## src/rtl/sequenciador_genius_pkg.sv

```systemverilog
// Shared definitions for the Genius memory game control unit:
// state codes, last round for the easy level and LED width.
package sequenciador_genius_pkg;

   typedef enum logic [3:0] {
      INICIAL     = 4'h0,
      PREPARA     = 4'h1,
      MOSTRA      = 4'h2,
      INTERVALO   = 4'h3,
      PROX_MOSTRA = 4'h4,
      ESPERA      = 4'h5,
      REGISTRA    = 4'h6,
      COMPARA     = 4'h7,
      PROX_JOGADA = 4'h8,
      PROX_RODADA = 4'h9,
      GANHOU      = 4'hA,
      PERDEU      = 4'hB
   } estado_t;

   localparam int ULTIMA_NIVEL0 = 7;
   localparam int LED_W         = 4;

   // Width of a modulo-M counter; never below one bit.
   function automatic int f_largura(input int m);
      return (m > 1) ? $clog2(m) : 1;
   endfunction

endpackage

```

## src/rtl/sequenciador_genius_contador_m.sv

```systemverilog
// Modulo-M up counter with synchronous clear; fim flags the terminal count M-1.
module contador_m #(
   parameter int M = 100,
   parameter int N = 7
) (
   input  logic         clock,
   input  logic         reset,
   input  logic         zera,
   input  logic         conta,
   output logic [N-1:0] Q,
   output logic         fim
);

   logic [N-1:0] r_q;

   // Count register: clear wins over count, wraps after M-1.
   always_ff @(posedge clock or posedge reset) begin
      if (reset) begin
         r_q <= {N{1'b0}};
      end else if (zera) begin
         r_q <= {N{1'b0}};
      end else if (conta) begin
         if (r_q == N'(M - 1)) begin
            r_q <= {N{1'b0}};
         end else begin
            r_q <= r_q + N'(1);
         end
      end
   end

   assign Q   = r_q;
   assign fim = (r_q == N'(M - 1));

endmodule

```

## src/rtl/sequenciador_genius.sv

```systemverilog
// Genius memory game control unit: shows the stored sequence, waits for plays, counts rounds.
// Optional play timeout enabled by defining TIMEOUT_EN.
module sequenciador_genius
   import sequenciador_genius_pkg::*;
#(
   parameter int N_RODADAS   = 16,
   parameter int ADDR_W      = 4,
   parameter int T_MOSTRA    = 500,
   parameter int T_INTERVALO = 250,
   parameter int T_TIMEOUT   = 5000
) (
   input  logic              clock,
   input  logic              reset,
   input  logic              iniciar,
   input  logic              nivel,
   input  logic              tem_jogada,
   input  logic              jogada_correta,
   input  logic [LED_W-1:0]  mem_dado,
   output logic [ADDR_W-1:0] mem_endereco,
   output logic              registra_jogada,
   output logic [LED_W-1:0]  leds,
   output logic              pronto,
   output logic              ganhou,
   output logic              perdeu,
   output logic              db_timeout,
   output logic [ADDR_W-1:0] db_rodada,
   output logic [3:0]        db_estado
);

   localparam int W_MOSTRA    = f_largura(T_MOSTRA);
   localparam int W_INTERVALO = f_largura(T_INTERVALO);
   localparam logic [ADDR_W-1:0] ULTIMA_FACIL   = ADDR_W'(ULTIMA_NIVEL0);
   localparam logic [ADDR_W-1:0] ULTIMA_DIFICIL = ADDR_W'(N_RODADAS - 1);

   estado_t           r_estado;
   estado_t           w_prox;
   logic [ADDR_W-1:0] r_endereco;
   logic [ADDR_W-1:0] r_rodada;
   logic              r_nivel;
   logic [ADDR_W-1:0] w_ultima;

   logic w_inicia;
   logic w_inc_end;
   logic w_zera_end;
   logic w_inc_rod;

   logic [W_MOSTRA-1:0]    w_q_mostra;
   logic [W_INTERVALO-1:0] w_q_intervalo;
   logic                   w_fim_mostra;
   logic                   w_fim_intervalo;

   // Each phase timer is held at zero outside its own state, so entry always starts a full period.
   contador_m #(.M(T_MOSTRA), .N(W_MOSTRA)) u_tmr_mostra (
      .clock (clock),
      .reset (reset),
      .zera  (r_estado != MOSTRA),
      .conta (r_estado == MOSTRA),
      .Q     (w_q_mostra),
      .fim   (w_fim_mostra)
   );

   contador_m #(.M(T_INTERVALO), .N(W_INTERVALO)) u_tmr_intervalo (
      .clock (clock),
      .reset (reset),
      .zera  (r_estado != INTERVALO),
      .conta (r_estado == INTERVALO),
      .Q     (w_q_intervalo),
      .fim   (w_fim_intervalo)
   );

`ifdef TIMEOUT_EN
   localparam int W_TIMEOUT = f_largura(T_TIMEOUT);
   logic [W_TIMEOUT-1:0] w_q_timeout;
   logic                 w_fim_timeout;
   logic                 w_set_timeout;
   logic                 r_timeout;
   logic                 w_unused_q;

   contador_m #(.M(T_TIMEOUT), .N(W_TIMEOUT)) u_tmr_timeout (
      .clock (clock),
      .reset (reset),
      .zera  (r_estado != ESPERA),
      .conta (r_estado == ESPERA),
      .Q     (w_q_timeout),
      .fim   (w_fim_timeout)
   );

   assign w_unused_q = ^{w_q_mostra, w_q_intervalo, w_q_timeout};

   // Remembers that the current loss came from the play timeout.
   always_ff @(posedge clock or posedge reset) begin
      if (reset) begin
         r_timeout <= 1'b0;
      end else if (r_estado == PREPARA) begin
         r_timeout <= 1'b0;
      end else if (w_set_timeout) begin
         r_timeout <= 1'b1;
      end
   end
`else
   localparam int unused_t_timeout = T_TIMEOUT;
   logic w_unused_q;
   assign w_unused_q = ^{w_q_mostra, w_q_intervalo};
`endif

   assign w_ultima = r_nivel ? ULTIMA_DIFICIL : ULTIMA_FACIL;

   // State register.
   always_ff @(posedge clock or posedge reset) begin
      if (reset) begin
         r_estado <= INICIAL;
      end else begin
         r_estado <= w_prox;
      end
   end

   // Next-state logic and counter control strobes.
   always_comb begin
      w_prox     = r_estado;
      w_inicia   = 1'b0;
      w_inc_end  = 1'b0;
      w_zera_end = 1'b0;
      w_inc_rod  = 1'b0;
`ifdef TIMEOUT_EN
      w_set_timeout = 1'b0;
`endif
      case (r_estado)
         INICIAL, GANHOU, PERDEU: begin
            if (iniciar) begin
               w_prox   = PREPARA;
               w_inicia = 1'b1;
            end else begin
               w_prox = r_estado;
            end
         end
         PREPARA: w_prox = MOSTRA;
         MOSTRA: begin
            if (w_fim_mostra) begin
               if (r_endereco == r_rodada) begin
                  w_prox     = ESPERA;
                  w_zera_end = 1'b1;
               end else begin
                  w_prox = INTERVALO;
               end
            end else begin
               w_prox = MOSTRA;
            end
         end
         INTERVALO: begin
            if (w_fim_intervalo) begin
               w_prox = PROX_MOSTRA;
            end else begin
               w_prox = INTERVALO;
            end
         end
         PROX_MOSTRA: begin
            w_inc_end = 1'b1;
            w_prox    = MOSTRA;
         end
         // A play arriving on the expiry cycle still counts.
         ESPERA: begin
            if (tem_jogada) begin
               w_prox = REGISTRA;
            end
`ifdef TIMEOUT_EN
            else if (w_fim_timeout) begin
               w_prox        = PERDEU;
               w_set_timeout = 1'b1;
            end
`endif
            else begin
               w_prox = ESPERA;
            end
         end
         REGISTRA: w_prox = COMPARA;
         COMPARA: begin
            if (!jogada_correta) begin
               w_prox = PERDEU;
            end else if (r_endereco < r_rodada) begin
               w_prox = PROX_JOGADA;
            end else if (r_rodada == w_ultima) begin
               w_prox = GANHOU;
            end else begin
               w_prox = PROX_RODADA;
            end
         end
         PROX_JOGADA: begin
            w_inc_end = 1'b1;
            w_prox    = ESPERA;
         end
         PROX_RODADA: begin
            w_inc_rod  = 1'b1;
            w_zera_end = 1'b1;
            w_prox     = MOSTRA;
         end
         default: w_prox = INICIAL;
      endcase
   end

   // Address and round counters plus the level latched at game start.
   always_ff @(posedge clock or posedge reset) begin
      if (reset) begin
         r_endereco <= {ADDR_W{1'b0}};
         r_rodada   <= {ADDR_W{1'b0}};
         r_nivel    <= 1'b0;
      end else if (w_inicia) begin
         r_endereco <= {ADDR_W{1'b0}};
         r_rodada   <= {ADDR_W{1'b0}};
         r_nivel    <= nivel;
      end else begin
         if (w_zera_end) begin
            r_endereco <= {ADDR_W{1'b0}};
         end else if (w_inc_end) begin
            r_endereco <= r_endereco + ADDR_W'(1);
         end
         if (w_inc_rod) begin
            r_rodada <= r_rodada + ADDR_W'(1);
         end
      end
   end

   // Moore output decode from the registered state and counters.
   always_comb begin
      mem_endereco    = r_endereco;
      db_rodada       = r_rodada;
      db_estado       = r_estado;
      registra_jogada = (r_estado == REGISTRA);
      pronto          = (r_estado == GANHOU) || (r_estado == PERDEU);
      ganhou          = (r_estado == GANHOU);
      perdeu          = (r_estado == PERDEU);
      if (r_estado == MOSTRA) begin
         leds = mem_dado;
      end else begin
         leds = {LED_W{1'b0}};
      end
`ifdef TIMEOUT_EN
      db_timeout = (r_estado == PERDEU) && r_timeout;
`else
      db_timeout = 1'b0;
`endif
   end

endmodule
```

## config.mk

```make
export PLATFORM = sky130hd
export DESIGN_NAME = sequenciador_genius
export DESIGN_NICKNAME = d
export VERILOG_FILES = /design/src/rtl/sequenciador_genius_pkg.sv /design/src/rtl/sequenciador_genius_contador_m.sv /design/src/rtl/sequenciador_genius.sv
export SDC_FILE = /design/constraint.sdc
export NUM_CORES = 1
export LEC_CHECK = 0
export ABC_AREA = 1
export BUFFER_PORTS_ARGS = -buffer_cell sky130_fd_sc_hd__buf_4
export CORE_MARGIN = 5
export CORE_UTILIZATION = 35
export DETAILED_ROUTE_END_ITERATION = 7
export SLEW_MARGIN = 5
export SYNTH_ARGS = -nofsm -noshare
export SYNTH_HDL_FRONTEND = slang
export SYNTH_HIERARCHICAL = 1
export SYNTH_SLANG_ARGS = --single-unit
```

## constraint.sdc

```tcl
create_clock -name clock -period 1.5 [get_ports clock]
set_clock_uncertainty 0.05 [all_clocks]
set_input_delay 0.075 -clock clock [delete_from_list [all_inputs] [get_ports clock]]
set_output_delay 0.075 -clock clock [all_outputs]
set_load 0.03 [all_outputs]
```

# == After elaboration in Yosys (flattened, before gate mapping) ==
# Cells that the tools add are included.
# word_totals
regBits,30
mem_bits_ro,0
output_inout_bits,21
latch_bits,0
memories,0
ramBits,0
# op_classes
order_cmp,1
muxes,29
bitwise,0
n_mul,0
reduce_logical,9
addsub,4
div_mod_pow,0
n_shift,0
n_eq_ne,18
# ops
cell,n
$mux 4,9
$pmux 4 s8,1
$mux 9,3
$mux 8,3
$eq 4x3->1 const B,4
$eq 4x4->1 const B,4
$add 9x1->9 const B,1
$eq 9x9->1 const B,1
$add 4x1->4 const B,2
$add 8x1->8 const B,1
$eq 4x2->1 const B,2
$eq 4x4->1,2
$eq 8x8->1 const B,1
$mux 2,4
$ne 4x2->1 const B,2
$mux 1,6
$mux 3,2
$reduce_bool 2->1,3
$reduce_or 3->1,2
$eq 4x1->1 const B,1
$logic_not 4->1,1
$lt 4x4->1,1
$reduce_bool 3->1,1
$ne 2x2->1 const B,1
other kinds (3),3

# == Longest topological paths before layout ==
# depth
depth_word,6
depth_mapped,13
ltp_nobuf,13

# == Cells and area by module ==
# The synthesis kept the hierarchy.
# modules_own_cells
mod,seq_area_each_um2,n_inst,area_per_inst_um2,cells_each
sequenciador_genius,325.3,1,1063.5,146
contador_m (u_tmr_mostra),225.2,1,591.8,72
contador_m (u_tmr_intervalo),200.2,1,496.7,69

# == Worst setup path after synthesis ==
# No wires, ideal clock.
# synth_timing
kind,flip-flop to flip-flop
from,register r_estado[3] (netlist: db_estado[3])
to,register u_tmr_mostra.r_q[4] (netlist: u_tmr_mostra/Q[4])
path_buffers,0
path_stages_with_launch,10
arrival_time_ps,1612
setup_slack_ps,-282
period_less_slack_ps,1782
cell_sequence,dfrtp_1 > nor2_1 > inv_1 > nor2_4 > inv_2 > nor2_4 > inv_2 > nand2_2 > xor2_1 > nor2_2
# synth_via
elab_chain_cells,2
word_cells_on_any_way,4
# synth_lines
element,line_no,text
from (decl),sequenciador_genius.sv:35,estado_t r_estado;
from (signal assigned),sequenciador_genius.sv:113,r_estado <= w_prox;
$ne 4x2->1 or $eq 4x2->1 (tied branches),"sequenciador_genius.sv:56, sequenciador_genius.sv:57",
$mux 9 or $reduce_bool 2->1 (tied branches),n/a,
to (signal assigned),sequenciador_genius_contador_m.sv:19,r_q <= {N{1'b0}};
to (signal assigned),sequenciador_genius_contador_m.sv:21,r_q <= {N{1'b0}};
to (signal assigned),sequenciador_genius_contador_m.sv:24,r_q <= {N{1'b0}};
to (decl),sequenciador_genius_contador_m.sv:14,logic [N-1:0] r_q;
# Parallel ways exist; a longest one is shown, timed or not.
# A chain may end at the register's enable or synchronous reset.

# == Final worst setup path ==
# layout_timing
from,register r_estado[3] (netlist: db_estado[3])
to,register u_tmr_intervalo.r_q[4] (netlist: u_tmr_intervalo/Q[4])
# layout_via
elab_chain_cells,2
word_cells_on_any_way,4
# layout_lines
element,line_no
$ne 4x2->1 or $eq 4x2->1 (tied branches),"sequenciador_genius.sv:65, sequenciador_genius.sv:66"
$mux 8 or $reduce_bool 2->1 (tied branches),n/a
to (signal assigned),sequenciador_genius_contador_m.sv:19
to (signal assigned),sequenciador_genius_contador_m.sv:21
to (signal assigned),sequenciador_genius_contador_m.sv:24
to (decl),sequenciador_genius_contador_m.sv:14
# Parallel ways exist; a longest one is shown, timed or not.

==> results.cfg <==
[outcome]
status = complete, but fails checks
violations = negative setup slack

[routing]
detail_route.wl_per_cell_um = 12.3
via_per_inst = 4.56
drtIter0Drc = 66
firstDrtPassIters = 4
antenna_left = 0
num_vias = 2084
drc = 0
finalWirelength_mm = 5.63

[setup_path]
slowest_stage = dfrtp_2
crit_arrival_ns = 1.72
path_delay_family = buffers and inverters
r2r_start = db_estado[3]
crit_path_cell_trace = nor2_4 > inv_2 > buf_6 > nor2_4 > inv_2 > inv_2 > nand2_4 > buf_6 > a21oi_1 > nor2_1
cp_common_cell = inv_2
critPathCaptureType = register
max_stage_delay_ns = 0.43
crit_start = db_estado[3]
cp_num_cells = 10
cp_data_required_time_ns = 1.64
r2r_slack_ns = -0.08
path_buf_inv = 5
timing.rr.end = u_tmr_intervalo/Q[4]
crit_type = register to register
crit_path_end = u_tmr_intervalo/Q[4]
reg2reg_depth = 10
cp_max_fo = 6
start_kind = register

[power]
p_leak_uw = 0.00168
vdd_drop_max_mv = 1.17
p_switching_uw = 2580
cellPowerDensity_nw_per_um2 = 1690
combPwrFrac_pct = 67.0
p_seq_share_pct = 18.6
swShare_pct = 45.5
clkPwrFrac_pct = 14.4
intPower_uw = 3090

[global_route]
overflow = 0
grt_use_total_pct = 14.2
grt_max_degree = 14
grt_pass1_vias = 1970
antenna_found_initial = 0
grt_pass1_wl_mm = 8.77

[clock_tree]
clock_latency_ns = 0.29
clk_path_buf_depth = 2
cts_sinks = 30
cts-root-buf = clkbuf_8
cts_max_level = 2
cts.clk_slew.worst_paths_ns = 0.07
numCtsBuffers = 5
cts_tree = yes

[logic_synthesis]
synth_top_area_cell = dfrtp_1
synth_cell_types = 38
netlist_area_um2 = 2150
syn_area_per_cell_um2 = 7.50
syn_nets = 306
ys_seq_area_share_pct = 34.9
syn_inst = 287
ys_warn_count = 6
synth-edff-count = 0
synth_ff_type = dfrtp_1
ys_ff_latch = 30
synth.top_cell.area_share_pct = 34.9
async_reset_ff_share_pct = 100
yosys-top-cells-area = dfrtp_1 35%, nand2_1 11%, inv_1 7.8%

[timing]
rsz0062_at_grt = true
postLayoutSetupSlackWorst_ns = -0.0843
fin_crit_sh_pct = 106
slew_headroom_pct = 61.8
fin_crit_ns = 1.58
fmax_mhz = 631
report.final.slew_viol_count = 0
hold_viol_final = 0
worst_pin_slew_ns = 0.573
finalSetupViolCount = 16

[die]
core.rowCount = 28
core-area_um2 = 5960
dieHeight_um = 88.4
die_area_um2 = 7820
start_util_pct = 36.1
ioPinCount = 31
fp.dieW_um = 88.4

[cells_and_area]
nNetsFinal = 400
multi_input_area_um2 = 1440
seq_area_um2 = 759
final_area_um2 = 3370
fillers = 540
final_cell_mix = 70 x buf_4, 54 x nand2_1, 35 x inv_1
final_common_cell = buf_4
layout-drive-gt1-share_pct = 54.2
antenna_cells = 0
area_delta_synth_final_pct = 56.5
instances_no_fill = 457

[place]
numPortBuffers = 29
dp_hpwl_mm = 3.93
dp.cells = 424
gp_congestion = 0.823
place_area_um2 = 2730

[min_path]
min_path_type = primary input to register

[flow_run]
maxCapViolCount = 0
[sequential cells by signal, summed over array words and instances, names as in the netlist]
register           count
u_tmr_mostra/Q         9
u_tmr_intervalo/Q      8
db_estado              4
db_rodada              4
mem_endereco           4
r_nivel                1
[power by group through the flow]
stage | sequential, µW | clock (µW) | combinational (µW)
after floorplan | 1260 | 0 | 1640
after global placement | 1070 | 0 | 2700
after detailed placement | 1070 | 0 | 2720
after CTS | 1050 | 845 | 2960
after global routing | 1070 | 871 | 4150
final | 1060 | 818 | 3800
[cells in the mapped netlist, types with 2 or more instances]
cell	instances
nand3_1	16
o21ai_0	3
dfrtp_1	30
nand4_1	3
inv_1	45
a21oi_1	7
nand3_2	3
nor2_4	9
nand2_2	13
nand2_4	3
nand2_1	65
inv_4	2
ha_1	9
inv_2	8
o21ai_2	2
nor3_1	2
a21oi_2	2
buf_4	2
nor2_1	28
o21ai_1	5
nor2_2	9
xor2_1	5
[final cells by class]
type	instances	area share [%]
Clock buffer	5	2.04
Clock inverter	3	1.19
Inverter	56	6.91
Multi-Input combinational cell	199	42.6
Sequential cell	30	22.5
Tap cell	75	2.79
Timing Repair Buffer	89	21.9
[worst min path at each step]
stage                from                    to  slack, ns  depth (start not counted)
4_1_cts        tem_jogada          db_estado[1]       0.08                          5
2_1_floorplan       reset  u_tmr_intervalo/Q[0]      -0.16                          1
3_3_place_gp        reset  u_tmr_intervalo/Q[3]       0.03                          2
3_5_place_dp        reset  u_tmr_intervalo/Q[3]       0.03                          2
5_1_grt        tem_jogada          db_estado[1]       0.13                          5
6_report       tem_jogada          db_estado[1]        0.1                          5
[timing repair]
item                                    CTS  global route
resized for setup                         7            83
setup buffers                             6            16
hold buffers                              4             0
endpoints found under the hold margin    33             0
endpoints found under the setup margin   15            32
pin swaps                                 6            38
[logic make-up (layout without fill, tap and decap cells)]
family	Yosys count	after routing	share of synthesized area, %
XOR/XNOR	6	6	2.44
flip-flops	30	30	34.9
multiplexers	1	1	0.465
adder cells (fa/ha/maj)	9	9	5.23
AND/OR/NAND/NOR	156	156	37.6
AO/OA/AOI/OAI	26	26	8.26
other	1	1	0.174
buffers and inverters	58	153	10.9
[metal layers]
metal	wire (µm)	vias to the layer above	part of all wire (%)	global-route usage (%)
met2	2820	32	50	22.7
met1	2480	968	44	19.2
li1	-	1072	-	-
met3	152	12	2.7	2.23
met5	0	-	0	0
met4	177	0	3.1	5.77
[tightest hold or removal path, stage by stage]
cell     delay [ns]
buf_4          0.09
nand2_1        0.05
nand3_1        0.08
nor2_1         0.05
nand3_1        0.06
[through the flow]
stage	setup TNS [ns]	util [%]	total power, µW	hold WS, ns	setup WS (ns)
2_1_floorplan	-0.545	-	2910	-0.159	-0.149
3_3_place_gp	-0.0185	45.8	3770	0.0275	-0.0185
3_5_place_dp	-0.175	45.8	3800	0.0302	-0.0621
4_1_cts	-0.371	49.5	4860	0.0797	-0.0710
5_1_grt	-2.49	56.6	6090	0.131	-0.161
6_report	-0.723	56.6	5680	0.0961	-0.0843
No activity file was read; power rests on OpenSTA's default activity.
